**config.mk**
```make
export PLATFORM = sky130hd
export DESIGN_NAME = fetch_unit
export DESIGN_NICKNAME = d
export VERILOG_FILES = /design/src/rtl/fetch_unit.sv
export SDC_FILE = /design/constraint.sdc
export NUM_CORES = 1
export LEC_CHECK = 0
export CORE_MARGIN = 2
export CORE_UTILIZATION = 45
export DETAILED_ROUTE_END_ITERATION = 16
export PLACE_DENSITY = 0.78
export SYNTH_ARGS = -nofsm -noshare
export SYNTH_HDL_FRONTEND = slang
export SYNTH_SLANG_ARGS = --single-unit
```
**constraint.sdc**
```tcl
create_clock -name clk -period 7 [get_ports clk]
set_clock_uncertainty 0.05 [all_clocks]
set_input_delay 0.7 -clock clk [delete_from_list [all_inputs] [get_ports clk]]
set_output_delay 0.7 -clock clk [all_outputs]
set_load 0.05 [all_outputs]
```
**src/rtl/fetch_unit.sv**
```systemverilog
// Instruction fetch stage: fetch PC, single-outstanding imem request FSM and a
// prefetch FIFO presenting {instr, pc} to decode; redirect flushes everything in flight.
module fetch_unit #(
  parameter logic [31:0] RESET_PC = 32'h0000_0000,
  parameter int unsigned DEPTH    = 2
) (
  input  logic        clk,
  input  logic        rst_n,
  output logic        imem_req,
  output logic [31:0] imem_addr,
  input  logic        imem_gnt,
  input  logic        imem_rvalid,
  input  logic [31:0] imem_rdata,
  output logic        instr_valid,
  output logic [31:0] instr,
  output logic [31:0] instr_pc,
  input  logic        instr_ready,
  input  logic        redirect,
  input  logic [31:0] redirect_pc
);

  localparam int unsigned PW = $clog2(DEPTH);
  localparam int unsigned CW = PW + 1;

  typedef struct packed {
    logic [31:0] pc;
    logic [31:0] word;
  } entry_t;

  typedef enum logic [1:0] {
    S_IDLE = 2'd0,
    S_REQ  = 2'd1,
    S_WAIT = 2'd2
  } state_t;

  state_t        state_q, state_d;
  logic [31:0]   fetch_pc_q, fetch_pc_d;
  logic [31:0]   req_pc_q, req_pc_d;
  logic          drop_q, drop_d;
  entry_t        mem_q [DEPTH];
  entry_t        mem_d [DEPTH];
  logic [PW-1:0] wr_q, wr_d, rd_q, rd_d;
  logic [CW-1:0] cnt_q, cnt_d;
  logic          req_q, valid_q;
  entry_t        head_q, head_d;
  logic          push, pop, credit;

  // Next-state: FIFO bookkeeping, request FSM, then redirect overriding both
  always_comb begin
    state_d    = state_q;
    fetch_pc_d = fetch_pc_q;
    req_pc_d   = req_pc_q;
    drop_d     = drop_q;
    mem_d      = mem_q;
    wr_d       = wr_q;
    rd_d       = rd_q;
    cnt_d      = cnt_q;

    push = (state_q == S_WAIT) && imem_rvalid && !drop_q && !redirect;
    pop  = valid_q && instr_ready && !redirect;

    if (push) begin
      mem_d[wr_q] = '{pc: req_pc_q, word: imem_rdata};
      wr_d        = wr_q + PW'(1);
    end
    if (pop) begin
      rd_d = rd_q + PW'(1);
    end
    case ({push, pop})
      2'b10:   cnt_d = cnt_q + CW'(1);
      2'b01:   cnt_d = cnt_q - CW'(1);
      default: cnt_d = cnt_q;
    endcase

    // Credit counts the post-update occupancy; nothing is outstanding when this is used
    credit = (cnt_d < CW'(DEPTH));

    case (state_q)
      S_IDLE: begin
        if (credit) state_d = S_REQ;
      end
      S_REQ: begin
        if (imem_gnt) begin
          req_pc_d   = fetch_pc_q;
          fetch_pc_d = fetch_pc_q + 32'd4;
          state_d    = S_WAIT;
        end
      end
      S_WAIT: begin
        if (imem_rvalid) begin
          drop_d  = 1'b0;
          state_d = credit ? S_REQ : S_IDLE;
        end
      end
      default: state_d = S_IDLE;
    endcase

    if (redirect) begin
      fetch_pc_d = redirect_pc & ~32'h3;
      wr_d       = '0;
      rd_d       = '0;
      cnt_d      = '0;
      if (((state_q == S_WAIT) && !imem_rvalid) || ((state_q == S_REQ) && imem_gnt)) begin
        drop_d  = 1'b1;
        state_d = S_WAIT;
      end else begin
        drop_d  = 1'b0;
        state_d = S_REQ;
      end
    end

    head_d = (cnt_d != '0) ? mem_d[rd_d] : '0;
  end

  always_ff @(posedge clk) begin
    if (!rst_n) begin
      state_q    <= S_IDLE;
      fetch_pc_q <= {RESET_PC[31:2], 2'b00};
      req_pc_q   <= '0;
      drop_q     <= 1'b0;
      wr_q       <= '0;
      rd_q       <= '0;
      cnt_q      <= '0;
      req_q      <= 1'b0;
      valid_q    <= 1'b0;
      head_q     <= '0;
      for (int unsigned i = 0; i < DEPTH; i++) begin
        mem_q[i] <= '0;
      end
    end else begin
      state_q    <= state_d;
      fetch_pc_q <= fetch_pc_d;
      req_pc_q   <= req_pc_d;
      drop_q     <= drop_d;
      wr_q       <= wr_d;
      rd_q       <= rd_d;
      cnt_q      <= cnt_d;
      mem_q      <= mem_d;
      req_q      <= (state_d == S_REQ);
      valid_q    <= (cnt_d != '0);
      head_q     <= head_d;
    end
  end

  assign imem_req    = req_q;
  assign imem_addr   = fetch_pc_q;
  assign instr_valid = valid_q;
  assign instr       = head_q.word;
  assign instr_pc    = head_q.pc;

endmodule

```
Word-level counts from Yosys, hierarchy flattened. Cells that the tools add are included.

Add/sub/neg operators: 5. $lt $le $gt $ge: 4. Equality and inequality tests: 5. Multiplexer cells: 25. Bitwise operators: 3. Reductions and logical operators: 23.

Operators with widths (number): $mux W64 (4); $bwmux W128 (1); $mux W128 (1); $mux W32 (3); $demux W64 S1 (1); $add A32 B3 Y32 const B (1); $mux W2 (6); $reduce_bool A2 Y1 (5); $logic_and A1 B1 Y1 (8); $reduce_and A2 Y1 (4); $mux W1 (7); $eq A2 B1 Y1 const B (3); $pmux W2 S3 (1); $eq A2 B2 Y1 const B (2); $ge A2 B2 Y1 const B (2); $not A1 Y2 (2); $pmux W2 S2 (1); $logic_not A1 Y1 (3); $add A1 B1 Y1 const B (2); $add A2 B1 Y2 const B (1); $logic_not A2 Y1 (1); $lt A2 B1 Y1 const B (1); $lt A2 B2 Y1 const B (1); $reduce_or A2 Y1 (1); other kinds (3) (3).

Flip-flop bits (word level): 265. Output and inout bits: 98. Word-level logic and storage cells: 81.

Longest topological paths before layout.
Word-level depth: 12. Gate-level depth with buffers: 11.

Worst setup path after synthesis. OpenSTA, ideal clock, no wires.

Path type: input port to flip-flop. Start point: in redirect. End point: reg head_q (netlist bit instr_pc[30]). Data arrival time: 3.085 ns. Slack: 3.790 ns. Stages: 11. Path buffers: 4. Cell sequence: clkbuf_1 > inv_1 > clkbuf_1 > clkbuf_1 > and3_1 > ha_1 > nor3b_1 > a311oi_1 > nand2_1 > clkbuf_1 > o22ai_1.

Longest elaborated chain between the ends: 8. Elaborated cells between the ends (all ways): 16. Those cells by class: 2 x eq/ne; 8 x mux; 1 x bitwise; 5 x reduce/logical.

RTL lines: start, declared (RTL line 18) `input logic redirect,`; parallel branches: the longest is 8 deep, another holds $eq A2 B1 Y1; end signal, assigned (RTL line 126) `head_q <= '0;`; end signal, assigned (RTL line 141) `head_q <= head_d;`; end, declared (RTL line 45) `entry_t head_q, head_d;`.

Parallel ways; which one is timed is not known. The select of a mux whose other input is x is not followed. A chain may end at the register's enable or synchronous reset.

Final worst setup path.
Start point: in redirect. End point: reg head_q (netlist bit instr_pc[15]).

The elaborated chain is that of the path after synthesis.

==> run_results.csv <==
group,metric,value,unit
placed_design,gp_congestion,0.796,
synthesis,yosysUniqueCellTypes,53,
floorplanning,die-area,23100,um2
run,drv_cap,0,
route,drtAntennaViolNets,0,
clock_network,clock_latency,0.52,ns
route,dr.max_layer_used,"met4",
critical_path,worstSetupStartpointType,"input pin",
clock_network,h-tree-depth,1,
worst_hold_path,hp-start,"mem_q[97]",
clock_network,cts-hold-fix-buffers,0,
route,m1WireLength,11000,um
timing,slew_viol_final,0,
grt,grt_pass1_wl,37900,um
finish,instances_no_fill,1386,
synthesis,async_flop_share,0,%
timing,setup_viol,0,
finish,n_antenna_cell,0,
status,outcome,"finished, final reports clean",
route,first_iter_violations,284,
critical_path,path_cells,"clkdlybuf4s50_1 -> inv_1 -> buf_4 -> and3_1 -> ha_1 -> nor3b_1 -> a311oi_1 -> nand2_2 -> buf_4 -> o22ai_1",
route,drc,0,
grt,globalRouteTotalUtil,19.5,%
finish,stdcell_area,12500,um2
critical_path,startpoint,"redirect",
finish,post-route-util,57.9,%
synthesis,netlist_instances,956,
route,wl_met3,1320,um
worst_hold_path,hold_class,"reg -> reg",
clock_network,cts_root_buf,"clkbuf_16",
floorplanning,initial_core_util,45.5,%
floorplanning,boundaryPins,168,
synthesis,ys_ff_latch,261,
route,routedWlPerCell,16.8,um
placed_design,dpl.cell_count,1337,
synthesis,synth_seq_area_share,53.1,%
route,via_per_inst,5.37,
timing,relSlewSlack,17.6,%
timing,fmax,214,MHz
route,met2WireLength,10500,um
critical_path,r2r_start,"state_q[0]",
finish,final_common_cell,"dfxtp_1",
timing,finalCritPeriodShare,66.7,%
grt,grt_overflow,0,
synthesis,syn_area,9840,um2
synthesis,synth_edf_count,0,
placed_design,post-dp-hpwl,14400,um
timing,finalSetupTns,0,ns
critical_path,crit_path_frequent_cell,"buf_4",
finish,final_cell_mix,"dfxtp_1, clkdlybuf4s50_1, nor2b_1, mux2i_1, nand2_1",
timing,hold_viol_final,0,
finish,fill_cells,1866,
critical_path,cpPeakStageDelay,1.21,ns
clock_network,cts_inserted_buffers,27,
route,first_pass_iters,5,
timing,rsz0062_at_grt,"no",
critical_path,cp_max_fo,49,
critical_path,cp.arrival,5.05,ns
floorplanning,dieHeight,152,um
clock_network,cts_resized,0,
clock_network,cts_tree,"built",
placed_design,pre_cts_slack,1.74,ns
finish,synthToLayoutAreaGrowth,27.1,%
floorplanning,coreArea,21600,um2
pwr,p_per_area,253,nW/um2
floorplanning,die_x,152,um
worst_hold_path,hold_path_depth,2,
grt,antenna_found_initial,0,
grt,grt_max_degree,139,
critical_path,cpMaxStageDelayCell,"clkdlybuf4s50_1",
critical_path,required,7.38,ns
timing,worst_slack,2.33,ns
pwr,leakage,5.15,nW
synthesis,ys_warn_count,0,
clock_network,cts_sinks,261,
clock_network,cts_setup_buffers,0,
clock_network,cts_buffer_depth,3,
route,vias,7448,
clock_network,path_clk_slew,0.06,ns
placed_design,port_buffers,163,
finish,final_layout_size_suffix_gt1_share,5.42,%
critical_path,critPathKind,"in -> reg",
timing,worst_pin_slew,1.22,ns
route,wirelength,23300,um
floorplanning,row_count,54,
critical_path,r2r_cells,8,
finish,layout.nets,1158,
synthesis,ys.flop_type,"dfxtp_1",
pwr,ir_drop,0.152,mV
synthesis,postSynthAreaPerCell,10.3,um2
timing,post-route-min-period,4.67,ns
placed_design,place_area,11600,um2
critical_path,endpoint_kind,"register",
grt,grt_pass1_vias,7227,
final cells by class:
class | count | area, um2 | area share, %
Clock buffer | 41 | 798 | 6.38
Multi-Input combinational cell | 620 | 4330 | 34.6
Clock inverter | 8 | 93.8 | 0.750
Sequential cell | 261 | 5230 | 41.7
Timing Repair Buffer | 171 | 1700 | 13.6
Inverter | 5 | 18.8 | 0.150
Tap cell | 280 | 350 | 2.80
kinds of logic (layout without fill, tap and decap cells):
group	count (synthesis)	count (layout)	share of synthesized area [%]
other	1	2	0.0381
adders and majority gates	2	2	0.254
AOI/OAI and AO/OA	172	172	11.8
and+or+nand+nor	307	307	17.9
DFF	261	261	53.1
buffers and inverters	76	225	3.16
muxes	125	125	12.7
xor gates and xnor gates	12	12	1.07
state kept, by name, summed over array words and instances, names as in the netlist:
name and count:
drop_q 1, imem_req 1, cnt_q 2, wr_q 1, rd_q 1, instr_valid 1, instr_pc 32, req_pc_q 30
mem_q 128, instr 32, imem_addr 30, state_q 2
synthesized netlist by cell type, drive strengths merged, types with 3 or more instances:
library cell	instances	area, um2
a31oi	11	68.8
nor2	9	33.8
o21ai	24	120
nor4	5	31.3
dfxtp	261	5230
nor3b	3	22.5
o31ai	8	60.1
nand2b	6	37.5
o21a	3	22.5
and4	6	52.6
nor3	8	40.0
clkbuf	53	199
a21boi	32	240
buf	18	93.8
nand2	74	278
o22ai	62	388
nand3	15	75.1
xnor2	8	70.1
inv	5	18.8
mux2i	125	1250
a21oi	10	50.1
o311a	4	40.0
or4	10	75.1
and3	11	68.8
a311oi	3	26.3
nor2b	129	807
xor2	4	35.0
nand4	15	100
o211a	5	50.1
metal layers:
layer / track usage (%) / vias up
met3: 3.45 / 28
met5: 0 / -
met4: 4.67 / 0
li1: - / 3651
met2: 31.4 / 220
met1: 27.3 / 3549
final timing paths:
| path | end | slack, ns |
|---|---|---|
| max | instr_pc[15] | 2.33 |
| min | instr_pc[1] | 0.43 |
| max reg2reg | instr_pc[15] | 3.44 |
| min reg2reg | instr_pc[1] | 0.43 |
critical path: cells and delay by family:
kind                       cells  cell delay (ns)
buffers and inverters          4             2.10
and+or+nand+nor                3             1.07
AOI/OAI and AO/OA              2             0.78
adders and majority gates      1             0.33
through the flow:
| stage | power, mW | hold slack, ns |
|---|---|---|
| 6_report | 3.17 | 0.431 |
| 5_1_grt | 3.29 | 0.451 |
| 4_1_cts | 3.20 | 0.434 |
| 3_5_place_dp | 1.78 | 0.419 |
| 3_3_place_gp | 1.78 | 0.419 |
| 2_1_floorplan | 1.69 | 0.394 |
where the power goes:
part | total (mW) | switching [mW] | internal [mW]
registers | 1.54 | 0.0336 | 1.51
clock network | 1.42 | 0.564 | 0.857
logic | 0.211 | 0.116 | 0.0948
total | 3.17 | 0.714 | 2.46
Power figures use the tool's default switching activity.
